**src/rtl/wb_deserializer_pkg.sv**
```systemverilog
// Register map, frame geometry, FSM encoding and status layout for wb_deserializer.
// Defining DESER_PARITY_EN adds a trailing even-parity bit and the PARITY state.
package WBDeserializer;

  localparam int SYM_BITS   = 9;
  localparam int FRAME_BITS = 3 * SYM_BITS;
  localparam int NUM_REGS   = 2;
  localparam int ADR_W      = $bits(NUM_REGS);

  localparam logic [ADR_W-1:0] ADR_DATA   = ADR_W'(0);
  localparam logic [ADR_W-1:0] ADR_STATUS = ADR_W'(1);

`ifdef DESER_PARITY_EN
  typedef enum logic [2:0] {IDLE, START, DATA, PARITY, STOP, DONE} state_t;
`else
  typedef enum logic [2:0] {IDLE, START, DATA, STOP, DONE} state_t;
`endif

  // Field order matches the STATUS register, bit 3 down to bit 0.
  typedef struct packed {
    logic framing_err;
    logic parity_err;
    logic overrun;
    logic valid;
  } status_t;

endpackage

```
**src/rtl/wb_deserializer_if.sv**
```systemverilog
// Wishbone classic slave bundle for wb_deserializer (combinational ACK/ERR).
interface wb_deserializer_if;

  logic        CYC_I;
  logic        STB_I;
  logic        WE_I;
  logic [31:0] ADR_I;
  logic [31:0] DAT_I;
  logic        ACK_O;
  logic        ERR_O;
  logic [31:0] DAT_O;

  modport master (
    output CYC_I, STB_I, WE_I, ADR_I, DAT_I,
    input  ACK_O, ERR_O, DAT_O
  );

  modport slave (
    input  CYC_I, STB_I, WE_I, ADR_I, DAT_I,
    output ACK_O, ERR_O, DAT_O
  );

endinterface

```
**src/rtl/wb_deserializer_core.sv**
```systemverilog
// Serial receive path: 2-flop synchronizer, bit-timing FSM and payload shift register.
// With DESER_PARITY_EN the frame carries one even-parity bit before the stop bit.
module deserializer_core #(
  parameter int CLKS_PER_BIT = 4,
  parameter int FRAME_BITS   = WBDeserializer::FRAME_BITS
) (
  input  logic                  CLK_I,
  input  logic                  RST_I,
  input  logic                  data_i,
  output logic                  done,
  output logic [FRAME_BITS-1:0] frame,
  output logic                  framing_set
`ifdef DESER_PARITY_EN
  ,
  output logic                  parity_set
`endif
);

  import WBDeserializer::*;

  localparam int CNT_W = $clog2(CLKS_PER_BIT + 1);
  localparam int BIT_W = $clog2(FRAME_BITS + 1);

  localparam logic [CNT_W-1:0] HALF_BIT = CNT_W'(CLKS_PER_BIT / 2);
  localparam logic [CNT_W-1:0] FULL_BIT = CNT_W'(CLKS_PER_BIT);
  localparam logic [BIT_W-1:0] ALL_BITS = BIT_W'(FRAME_BITS);

  logic [1:0]            sync_q;
  logic                  line;
  logic                  line_q;
  logic                  rise;
  logic                  expire;

  state_t                state, state_d;
  logic [CNT_W-1:0]      cnt, cnt_d;
  logic [BIT_W-1:0]      bits_left, bits_left_d;
  logic [FRAME_BITS-1:0] shreg, shreg_d;

  assign line   = sync_q[1];
  assign rise   = line & ~line_q;
  assign expire = (cnt == CNT_W'(1));
  assign frame  = shreg;

  // NOTE: state elements use <= so every flop samples pre-edge values regardless of statement order.
  always_ff @(posedge CLK_I) begin
    if (RST_I) begin
      sync_q    <= '0;
      line_q    <= 1'b0;
      state     <= IDLE;
      cnt       <= '0;
      bits_left <= '0;
      // NOTE: the payload register is plain flops, so it is cleared with the control state and a reset mid-frame leaves nothing behind.
      shreg     <= '0;
    end else begin
      sync_q    <= {sync_q[0], data_i};
      line_q    <= line;
      state     <= state_d;
      cnt       <= cnt_d;
      bits_left <= bits_left_d;
      shreg     <= shreg_d;
    end
  end

  always_comb begin
    // NOTE: every signal driven here gets a default first, so no branch can infer a latch.
    state_d     = state;
    cnt_d       = cnt;
    bits_left_d = bits_left;
    shreg_d     = shreg;
    done        = 1'b0;
    framing_set = 1'b0;
`ifdef DESER_PARITY_EN
    parity_set  = 1'b0;
`endif

    // Bit timer runs only while a bit period is being timed; expiry branches reload it.
    if (state != IDLE && state != DONE && !expire) cnt_d = cnt - CNT_W'(1);

    case (state)
      IDLE: begin
        if (rise) begin
          state_d = START;
          cnt_d   = HALF_BIT;
        end
      end
      START: begin
        if (expire) begin
          if (line) begin
            state_d     = DATA;
            cnt_d       = FULL_BIT;
            bits_left_d = ALL_BITS;
          end else begin
            state_d = IDLE;
          end
        end
      end
      DATA: begin
        if (expire) begin
          shreg_d     = {shreg[FRAME_BITS-2:0], line};
          bits_left_d = bits_left - BIT_W'(1);
          cnt_d       = FULL_BIT;
          if (bits_left == BIT_W'(1)) begin
`ifdef DESER_PARITY_EN
            state_d = PARITY;
`else
            state_d = STOP;
`endif
          end
        end
      end
`ifdef DESER_PARITY_EN
      PARITY: begin
        if (expire) begin
          parity_set = line ^ (^shreg);
          cnt_d      = FULL_BIT;
          state_d    = STOP;
        end
      end
`endif
      STOP: begin
        if (expire) begin
          framing_set = line;
          state_d     = DONE;
        end
      end
      DONE: begin
        done    = 1'b1;
        state_d = IDLE;
      end
      default: state_d = IDLE;
    endcase
  end

endmodule

```
**src/rtl/wb_deserializer.sv**
```systemverilog
// Wishbone-mapped serial frame receiver: DATA (addr 0) and STATUS (addr 1) registers.
// Define DESER_PARITY_EN to enable the parity bit and the STATUS parity_err flag.
module wb_deserializer #(
  parameter int CLKS_PER_BIT = 4,
  parameter int FRAME_BITS   = WBDeserializer::FRAME_BITS
) (
  input  logic              CLK_I,
  input  logic              RST_I,
  input  logic              data_i,
  wb_deserializer_if.slave  wb
);

  import WBDeserializer::*;

  logic                  core_done;
  logic                  core_framing;
  logic                  core_parity;
  logic [FRAME_BITS-1:0] core_frame;

  logic [FRAME_BITS-1:0] rx_data, rx_data_d;
  status_t               status, status_d;

  logic [ADR_W-1:0]      adr;
  logic                  access;
  logic                  rd_data;
  logic                  rd_status;
  logic                  wr_status;
  logic                  ack;
  logic                  unused_dat;

  deserializer_core #(
    .CLKS_PER_BIT (CLKS_PER_BIT),
    .FRAME_BITS   (FRAME_BITS)
  ) u_core (
    .CLK_I        (CLK_I),
    .RST_I        (RST_I),
    .data_i       (data_i),
    .done         (core_done),
    .frame        (core_frame),
    .framing_set  (core_framing)
`ifdef DESER_PARITY_EN
    ,
    .parity_set   (core_parity)
`endif
  );

`ifndef DESER_PARITY_EN
  assign core_parity = 1'b0;
`endif

  assign adr       = wb.ADR_I[ADR_W-1:0];
  assign access    = wb.CYC_I & wb.STB_I;
  assign rd_data   = access & ~wb.WE_I & (adr == ADR_DATA);
  assign rd_status = access & ~wb.WE_I & (adr == ADR_STATUS);
  assign wr_status = access &  wb.WE_I & (adr == ADR_STATUS);

  // Everything that is not a mapped read or a STATUS write is answered with ERR.
  assign ack       = rd_data | rd_status | wr_status;
  assign wb.ACK_O  = ack;
  assign wb.ERR_O  = access & ~ack;

  assign unused_dat = ^{wb.DAT_I[31:4], wb.DAT_I[0]};

  always_comb begin
    wb.DAT_O = '0;
    if (rd_data)        wb.DAT_O = 32'(rx_data);
    else if (rd_status) wb.DAT_O = 32'(status);
  end

  // Clears are applied before sets so a flag event in the same cycle always wins.
  always_comb begin
    status_d  = status;
    rx_data_d = rx_data;

    if (wr_status) begin
      if (wb.DAT_I[3]) status_d.framing_err = 1'b0;
      if (wb.DAT_I[2]) status_d.parity_err  = 1'b0;
      if (wb.DAT_I[1]) status_d.overrun     = 1'b0;
    end
    if (rd_data) status_d.valid = 1'b0;

    if (core_framing) status_d.framing_err = 1'b1;
    if (core_parity)  status_d.parity_err  = 1'b1;

    if (core_done) begin
      rx_data_d      = core_frame;
      status_d.valid = 1'b1;
      // A frame landing on unread data is an overrun, unless that data is being read right now.
      if (status.valid && !rd_data) status_d.overrun = 1'b1;
    end
  end

  always_ff @(posedge CLK_I) begin
    if (RST_I) begin
      rx_data <= '0;
      status  <= '0;
    end else begin
      rx_data <= rx_data_d;
      status  <= status_d;
    end
  end

endmodule

```
**src/flat_wrapper.sv**
```systemverilog
// flat-port wrapper written by rule: the top's interface ports become plain ports
module wb_deserializer_flat import WBDeserializer::*;
#(
  parameter int CLKS_PER_BIT = 4,
  parameter int FRAME_BITS   = WBDeserializer::FRAME_BITS
)
  (CLK_I, RST_I, data_i, wb_CYC_I, wb_STB_I, wb_WE_I, wb_ADR_I, wb_DAT_I, wb_ACK_O, wb_ERR_O, wb_DAT_O);
  wb_deserializer_if wb_i ();
  input  logic CLK_I;
  input  logic RST_I;
  input  logic data_i;
  input wire logic [$bits(wb_i.CYC_I)-1:0] wb_CYC_I;
  input wire logic [$bits(wb_i.STB_I)-1:0] wb_STB_I;
  input wire logic [$bits(wb_i.WE_I)-1:0] wb_WE_I;
  input wire logic [$bits(wb_i.ADR_I)-1:0] wb_ADR_I;
  input wire logic [$bits(wb_i.DAT_I)-1:0] wb_DAT_I;
  output wire logic [$bits(wb_i.ACK_O)-1:0] wb_ACK_O;
  output wire logic [$bits(wb_i.ERR_O)-1:0] wb_ERR_O;
  output wire logic [$bits(wb_i.DAT_O)-1:0] wb_DAT_O;
  assign wb_i.CYC_I = wb_CYC_I;
  assign wb_i.STB_I = wb_STB_I;
  assign wb_i.WE_I = wb_WE_I;
  assign wb_i.ADR_I = wb_ADR_I;
  assign wb_i.DAT_I = wb_DAT_I;
  assign wb_ACK_O = wb_i.ACK_O;
  assign wb_ERR_O = wb_i.ERR_O;
  assign wb_DAT_O = wb_i.DAT_O;
  wb_deserializer #(.CLKS_PER_BIT(CLKS_PER_BIT), .FRAME_BITS(FRAME_BITS)) u_core (.CLK_I(CLK_I), .RST_I(RST_I), .data_i(data_i), .wb(wb_i));
endmodule
```
**config.mk**
```make
export PLATFORM = sky130hd
export DESIGN_NAME = wb_deserializer_flat
export DESIGN_NICKNAME = d
export VERILOG_FILES = /design/src/rtl/wb_deserializer_pkg.sv /design/src/rtl/wb_deserializer_if.sv /design/src/rtl/wb_deserializer_core.sv /design/src/rtl/wb_deserializer.sv /design/src/flat_wrapper.sv
export SDC_FILE = /design/constraint.sdc
export NUM_CORES = 1
export LEC_CHECK = 0
export CAP_MARGIN = 30
export CORE_MARGIN = 2
export CORE_UTILIZATION = 51
export CTS_BUF_LIST = sky130_fd_sc_hd__clkbuf_4
export CTS_CLUSTER_SIZE = 14
export DETAILED_ROUTE_END_ITERATION = 8
export GPL_ROUTABILITY_DRIVEN = 0
export PLACE_DENSITY = 0.88
export SYNTH_ARGS = -nofsm -noshare
export SYNTH_HDL_FRONTEND = slang
export SYNTH_SLANG_ARGS = --single-unit
export TNS_END_PERCENT = 100
```
**constraint.sdc**
```tcl
create_clock -name CLK_I -period 4 [get_ports CLK_I]
set_input_delay 0.6 -clock CLK_I [delete_from_list [all_inputs] [get_ports CLK_I]]
set_output_delay 0.6 -clock CLK_I [all_outputs]
set_load 0.05 [all_outputs]
```
## Word level (Yosys, flattened, before mapping)

Index checks and enable logic that the tools add are counted.

| word-level totals | value |
|---|---|
| register bits | 71 |
| bits of input ports | 70 |
| word-level logic and storage cells | 84 |

| operators by class | value |
|---|---|
| add/sub/neg operators | 2 |
| eq/ne operators | 14 |
| mux-type cells | 29 |
| bitwise gates (word level) | 13 |
| reductions and logical operators | 16 |

Operators by type and width:

| kind | count |
|---|---|
| two-way mux 3 bit | 11 |
| == test 32 x 1 -> 1 bit (second input constant) | 1 |
| zero test 32 bit | 1 |
| two-way mux 27 bit | 1 |
| two-way mux 5 bit | 3 |
| != test 2 bit (second input constant) | 6 |
| case mux 3 bit (4 select lines) | 1 |
| case mux 5 bit (2 select lines) | 1 |
| case mux 3 bit (3 select lines) | 1 |
| AND 1 bit | 8 |
| two-way mux 1 bit | 8 |
| nonzero test 2 bit | 4 |
| == test 3 x 1 -> 1 bit (second input constant) | 2 |
| == test 3 x 2 -> 1 bit (second input constant) | 2 |
| == test 5 x 1 -> 1 bit (second input constant) | 1 |
| AND reduction 5 bit | 1 |
| subtractor 5 x 1 -> 5 bit (second input constant) | 1 |
| two-way mux 2 bit | 2 |
| two-way mux 4 bit | 1 |
| AND reduction 2 bit | 2 |
| AND reduction 4 bit | 1 |
| == test 3 bit (second input constant) | 1 |
| logical AND 1 bit | 3 |
| zero test 3 bit | 1 |
| 6 further kinds | 10 |

## Longest topological paths before layout

Gate-level depths: netlist of run 1.

| logic depth | value |
|---|---|
| depth in word-level cells | 7 |
| depth in mapped cells | 9 |

## Cells and area by module

From an unflattened synthesis of run 1, not the netlist that was laid out.

| second synthesis, totals | value |
|---|---|
| cells, all modules | 358 |
| area, all modules | 3180.6 um^2 |

By module, submodules not included:

| module | times used | cells an instance | area an instance (um^2) |
|---|---|---|---|
| deserializer_core | 1 | 200 | 1694.1 |
| wb_deserializer | 1 | 158 | 1486.4 |

## Worst setup path after synthesis of run 1

No wires, ideal clock.

| path | value |
|---|---|
| path type | input to output |
| start | in wb_ADR_I[18] |
| end | out wb_DAT_O[0] |
| data arrival time | 2.609 ns |
| required time | 3.400 ns |
| slack | 0.791 ns |
| stages on the path | 4 |
| buffers on the path | 0 |
| cell sequence | nor4_2 > nand4_2 > or3_1 > nor3_1 |

| between the ends | value |
|---|---|
| longest elaborated chain between the ends | 4 |
| elaborated cells between the ends (all ways) | 6 |

RTL lines:

| what | line | text |
|---|---|---|
| start, declared | flat_wrapper.sv:15 | `input wire logic [$bits(wb_i.ADR_I)-1:0] wb_ADR_I;` |
| == test 32 x 1 -> 1 bit | wb_deserializer.sv:54 | `assign rd_status = access & ~wb.WE_I & (adr == ADR_STATUS);` |
| AND 1 bit | wb_deserializer.sv:54 |  |
| two-way mux 4 bit | wb_deserializer.sv:67 | `else if (rd_status) wb.DAT_O = 32'(status);` |
| two-way mux 27 bit * | wb_deserializer.sv:66 | `if (rd_data) wb.DAT_O = 32'(rx_data);` |
| end, declared | flat_wrapper.sv:19 | `output wire logic [$bits(wb_i.DAT_O)-1:0] wb_DAT_O;` |

Mark *: on every way between the ends. The rest lies on a longest branch, timed or not.

## Worst setup path after layout of run 1

| path | value |
|---|---|
| start | in wb_ADR_I[10] |
| end | out wb_ACK_O |

| between the ends | value |
|---|---|
| longest elaborated chain between the ends | 4 |
| elaborated cells between the ends (all ways) | 7 |

RTL lines:

| what | line | text |
|---|---|---|
| == test 32 x 1 -> 1 bit / zero test 32 bit (equally long branches) | wb_deserializer.sv:54, wb_deserializer.sv:55, wb_deserializer.sv:53 |  |
| AND 1 bit, on equally long branches | wb_deserializer.sv:54, wb_deserializer.sv:53 |  |
| OR 1 bit | wb_deserializer.sv:58 | `assign ack = rd_data \| rd_status \| wr_status;` |
| OR 1 bit * | wb_deserializer.sv:58 |  |
| end, declared | flat_wrapper.sv:17 | `output wire logic [$bits(wb_i.ACK_O)-1:0] wb_ACK_O;` |

Marked as above.

==> results.yml, run 1 <==
yosys:
  synth_top_family_by_area: "simple AND/OR/NAND/NOR gates"
  synth_compound_area_share_pct: 12.1
  ys_async_sr_fraction_pct: 0
  syn_area_sq_um: 3080
  synthFlopType: "dfxtp_1"
  ys_seq_elements: 71
  ys_warn_count: 0
  yosysMostFrequentCell: "nand2_1"
  synth_edf_count: 0
  netlist.area_leader.share_pct: 46.1
  synthCells: 380
  synthMuxAreaShare_pct: 0.975
  synth_area_leaders: "dfxtp_1 (46%), nand2_1 (14%), a21oi_1 (9.6%), and2_1 (5.7%), nor4_2 (2.8%)"
  yosysUniqueCellTypes: 39
  synth-xor-area-share_pct: 1.42
  syn_area_per_cell_sq_um: 8.11
  ys_top_cells_by_count: "nand2_1 (113), dfxtp_1 (71), a21oi_1 (59)"
  yosysSeqAreaShare_pct: 46.1
  yosysTopAreaCell: "dfxtp_1"
  yosys.area_share.simple_pct: 32.2
  synth_fa_ha_area_share_pct: 1.62
placed_design:
  dpl_worst_slack_ns: 0.531
  dp.cells: 501
  dp_hpwl_microns: 4840
  portBuffers: 68
critical_path:
  start_kind: "input pin"
  crit_path_max_incr_delay_ns: 0.81
  crit_path_end: "wb_ACK_O"
  cp_top_family: "buffers and inverters"
  crit_buf_inv: 2
  r2r_start: "u_core.u_core.cnt[1]"
  cp.required_ns: 3.40
  cp.depth: 6
  cp.arrival_ns: 2.85
  reg2reg_to: "u_core.u_core.cnt[2]"
  critPathMaxFanout: 5
  worst_path_most_repeated_cell: "clkdlybuf4s50_1"
  cp-end-kind: "primary output"
  crit_chain: "clkdlybuf4s50_1 > nor4_2 > nand4b_2 > nor3_1 > and2_1 > clkdlybuf4s50_1"
  path_class: "input pin to primary output"
  critPathSlowestCell: "clkdlybuf4s50_1"
  crit_start: "wb_ADR_I[10]"
  rr_worst_depth: 5
  r2r_slack_ns: 1.97
detailed_routing:
  dr.first_iter.drc_count: 154
  drc_errors: 0
  first_pass_iters: 4
  viasPerCell: 5.27
  wl_per_cell_microns: 13.4
  wl_microns: 6950
  vias: 2724
  drtAntennaViolNets: 0
sta:
  worst_pin_slew_ns: 1.03
  maxSlewHeadroom_pct: 31.5
  finalCritPeriodShare_pct: 86.2
  setup_slack_ns: 0.553
  clock_skew_ns: 0.0159
  final_max_slew_viol_count: 0
  tns_ns: 0
  max_freq_mhz: 290
  timing_hold_violations_final: 0
  period_needed_ns: 3.45
  whs_ns: 0.451
  setup_viol: 0
  rsz0062_at_grt: "false"
die:
  die_h_microns: 81.7
  design.die.area_sq_um: 6680
  initial_utilization_pct: 52.3
  num_rows: 28
  ios: 104
  die_w_microns: 81.7
  fp.coreArea_sq_um: 5890
final_layout:
  insertedDiodeCount: 0
  fin_cells: 517
  drive_above_1_share_pct: 12.9
  num-fill-cells: 448
  fin_nets: 511
  area_growth_syn_to_layout_pct: 34.9
pwr:
  power_leakage_uw: 0.00146
  power_uw: 1330
  cellPowerDensity_nw_per_um2: 320
  max-vdd-ir-drop_uv: 260
clocking:
  worstSkewPairLatency_ns: 0.42
  clk_path_buf_depth: 2
  clockRootBuffer: "clkbuf_4"
  h-tree-depth: 3
  tritoncts: "yes"
  clock_sink_count: 71
  postCtsSetupBuffers: 0
  clk_pin_slew_worst_paths_ns: 0.11
  postCtsResizedCells: 0
  cts-hold-fix-buffers: 0
  cts_made_buffers: 9
grt:
  grt_pass1_wl_microns: 11000
  grt_overflow: 0
  antenna_found_initial: 0
  grt_max_degree: 40
  grt_pass1_vias: 2613
  track_usage_pct: 21.4
status:
  status: "completed"
min_path:
  hold_path.class: "register to register"
  hold_start: "u_core.u_core.sync_q[0]"
job:
  drv_cap: 0
-- layout by cell type (no fill, tap or decap), types with 2 or more instances in the layout --
master,synthesis,layout
a211oi_1,3,3
a21oi_1,59,59
and2_1,28,28
and4b_1,2,2
buf_12,0,24
buf_4,5,5
bufinv_16,0,2
clkbuf_4,0,10
clkdlybuf4s50_1,0,40
clkinv_4,0,2
conb_1,1,5
dfxtp_1,71,71
ha_1,4,4
inv_1,4,4
mux2i_1,3,3
nand2_1,113,113
nand2b_1,4,4
nand3_1,5,5
nor2_1,5,5
nor2b_1,5,5
nor3_1,10,10
nor3b_1,2,2
nor4_1,2,2
nor4_2,7,7
o22ai_1,2,2
or2_1,2,2
or3_1,2,2
xnor2_1,2,2
xor2_1,3,3
-- worst reg2reg max path: stages, from the launching register on --
cell and delay (ns):
dfxtp_1 0.35, inv_1 0.08, ha_1 0.15, and3b_1 0.32, nand2_1 0.61, a311oi_1 0.44
-- how the worst min path moves through the flow --
stage          cells past startpoint                       to  slack (ns)
6_report                           1  u_core.u_core.sync_q[1]        0.45
5_1_grt                            2       u_core.rx_data[17]        0.48
3_5_place_dp                       1  u_core.u_core.sync_q[1]        0.43
3_3_place_gp                       1  u_core.u_core.sync_q[1]        0.42
4_1_cts                            1  u_core.u_core.sync_q[1]        0.46
2_1_floorplan                      1  u_core.u_core.sync_q[1]        0.41
-- flip-flops by register name (all words and copies together) (netlist names) --
register                 cells
u_core.u_core.bits_left      5
u_core.status                3
u_core.u_core.state          3
u_core.rx_data              27
u_core.u_core.cnt            3
u_core.u_core.line_q         1
u_core.u_core.sync_q         2
u_core.u_core.frame         27
-- kinds of logic after synthesis --
group / after synthesis
other: 1
flip-flops: 71
buffers and inverters: 33
XOR/XNOR: 5
adder cells (fa/ha/maj): 4
AND/OR/NAND/NOR: 194
multiplexers: 3
AO/OA/AOI/OAI: 69
-- layer usage --
layer | share of wire, % | vias to the layer above | track usage, % | wire length [microns]
li1 | - | 1375 | - | -
met1 | 41 | 1247 | 22.8 | 2840
met2 | 49 | 88 | 38.9 | 3400
met3 | 7.9 | 14 | 5.05 | 551
met4 | 2.3 | 0 | 11.2 | 163
met5 | 0 | - | 0 | 0
-- power breakdown --
group | total [uW] | switching, uW | leakage (uW) | internal (uW)
logic | 91.7 | 44.6 | 0.000798 | 47.1
registers | 715 | 3.71 | 0.000573 | 711
clock network | 524 | 259 | 0.0000872 | 265
total | 1330 | 308 | 0.00146 | 1020
-- final cells by class --
cell class	instances	area, sq um	share of cell area [%]
multi-input combinational	280	1510	36.2
sequential	71	1420	34.2
timing repair buffer	71	951	22.9
clock inverter	6	93.8	2.26
tap	75	93.8	2.26
clock buffer	10	75.1	1.81
inverter	4	15.0	0.361
-- stage by stage --
step	instance area [sq um]	utilization (%)
after floorplan	3100	-
after global placement	3960	67.3
after detailed placement	3990	67.8
after CTS	4160	70.6
after global routing	4160	70.6
final	4160	70.6
(Power assumes the default switching activity.)
==> run 2, diff against run 1 <==
Settings changed: SKIP_LAST_GASP set to 1.
==> results of run 2 <==
Same layout as run 1: the final DEF is identical, and so are final timing and power.
==> run 3, diff against run 2 <==
Settings changed: CORE_UTILIZATION 51 to 42, PLACE_DENSITY 0.88 to 0.78.
Clock period 4 ns to 3 ns, I/O delays scaled along.
==> run 3 against run 2 <==
Against the previous run:
- combinational power increased by 32%
- worst setup slack worse by 0.45 ns
- cell area up 1.3%
- critical path depth unchanged
- sequential cell count unchanged
- die area increased by 20%
- largest power group unchanged
==> results.yml, run 3 (synthesis gave the netlist of run 1 again) <==
status:
  status: "completed"
clocking:
  h-tree-depth: 3
  tritoncts: "yes"
  clockRootBuffer: "clkbuf_4"
  clk_path_buf_depth: 2
  clock_sink_count: 71
  cts-hold-fix-buffers: 0
  worstSkewPairLatency_ns: 0.40
  postCtsSetupBuffers: 0
  cts_made_buffers: 9
  clk_pin_slew_worst_paths_ns: 0.12
pwr:
  pwr-share-clk_pct: 36.2
  max-vdd-ir-drop_uv: 201
  power_uw: 1680
  cellPowerDensity_nw_per_um2: 400
  p_int_uw: 1280
  power_leakage_uw: 0.00146
  switching_share_pct: 24.0
  power_switching_uw: 403
  seqPwrFrac_pct: 56.6
  comb_power_share_pct: 7.2
detailed_routing:
  drtAntennaViolNets: 0
  dr.first_iter.drc_count: 141
  wl_per_cell_microns: 12.2
  wl_microns: 6610
  viasPerCell: 4.91
  first_pass_iters: 4
  drc_errors: 0
  vias: 2654
sta:
  max_freq_mhz: 345
  period_needed_ns: 2.90
  clock_skew_ns: 0.0136
  setup_viol: 0
  maxSlewHeadroom_pct: 35.1
  final_max_slew_viol_count: 0
  finalCritPeriodShare_pct: 96.6
  timing_hold_violations_final: 0
  worst_pin_slew_ns: 0.971
die:
  num_rows: 31
  design.die.area_sq_um: 8040
  initial_utilization_pct: 42.9
  ios: 104
  fp.coreArea_sq_um: 7180
  die_w_microns: 89.6
  die_h_microns: 89.6
final_layout:
  area_growth_syn_to_layout_pct: 36.6
  fin_nets: 511
  fin_util_pct: 58.7
  final_common_cell: "nand2_1"
  insertedDiodeCount: 0
  final_cell_mix: "nand2_1 (113), dfxtp_1 (71), a21oi_1 (59), clkdlybuf4s50_1 (38), buf_12 (29)"
  drive_above_1_share_pct: 13.8
grt:
  grt_overflow: 0
  grt_use_met1_pct: 19.8
  grt_pass1_wl_microns: 11100
  antenna_found_initial: 0
  grt_pass1_vias: 2609
  use_met3_pct: 3.29
  grt_use_met2_pct: 31.1
  grt_max_degree: 45
  track_usage_pct: 17.6
  grt_busiest_layer: "met2"
job:
  drv_cap: 0
placed_design:
  portBuffers: 68
  dp_hpwl_microns: 4640
critical_path:
  cp.required_ns: 2.55
  cp.arrival_ns: 2.45
  critPathMaxFanout: 5
  path_class: "input pin to primary output"
  start_kind: "input pin"
  r2r_slack_ns: 0.98
  cp-end-kind: "primary output"
min_path:
  hold_path.class: "register to register"
run 3: path summary, 6_finish.rpt:
| path | start | endpoint | cells after the start |
|---|---|---|---|
| setup / recovery | wb_ADR_I[26] | wb_DAT_O[1] | 6 |
| setup reg to reg | u_core.u_core.cnt[1] | u_core.u_core.bits_left[0] | 7 |
| hold reg to reg | u_core.rx_data[4] | u_core.rx_data[4] | 2 |
| hold / removal | u_core.rx_data[4] | u_core.rx_data[4] | 2 |
run 3: critical path, cell delays in order:
cell	delay [ns]
clkdlybuf4s50_1	0.41
nor4_2	0.32
nand4_2	0.24
or3_1	0.50
nor3_1	0.34
buf_12	0.19
run 3: power groups by stage:
stage | Sequential (uW) | Combinational [uW] | Clock (uW)
2_1_floorplan | 972 | 64.5 | 0
3_3_place_gp | 973 | 118 | 0
3_5_place_dp | 974 | 121 | 0
4_1_cts | 953 | 122 | 628
5_1_grt | 954 | 133 | 669
6_report | 953 | 121 | 609
run 3: per-layer routing:
| metal | share of wire [%] | up-vias |
|---|---|---|
| met2 | 49 | 80 |
| met5 | 0 | - |
| met1 | 43 | 1205 |
| met4 | 1.3 | 0 |
| met3 | 6.7 | 6 |
| li1 | - | 1363 |
run 3: area by class of cell:
type,instances,area [sq um]
tap,99,124
sequential,71,1420
timing repair buffer,71,988
clock inverter,6,68.8
fill,609,2970
multi-input combinational,280,1520
clock buffer,10,75.1
inverter,4,15.0
run 3: per-stage QoR:
stage	hold WS, ns	TNS (ns)	cells	setup WS [ns]	instance area, sq um
2_1_floorplan	0.414	0	384	0.0907	3100
3_3_place_gp	0.419	0	525	0.139	4060
3_5_place_dp	0.442	0	525	0.118	4060
4_1_cts	0.460	0	541	0.118	4200
5_1_grt	0.474	-0.00654	541	-0.00654	4210
6_report	0.458	0	541	0.103	4210
run 3: repair_timing:
item / CTS / global route
hold endpoints to repair: 0 / 0
resized for setup: 0 / 2
setup endpoints to repair: 0 / 2
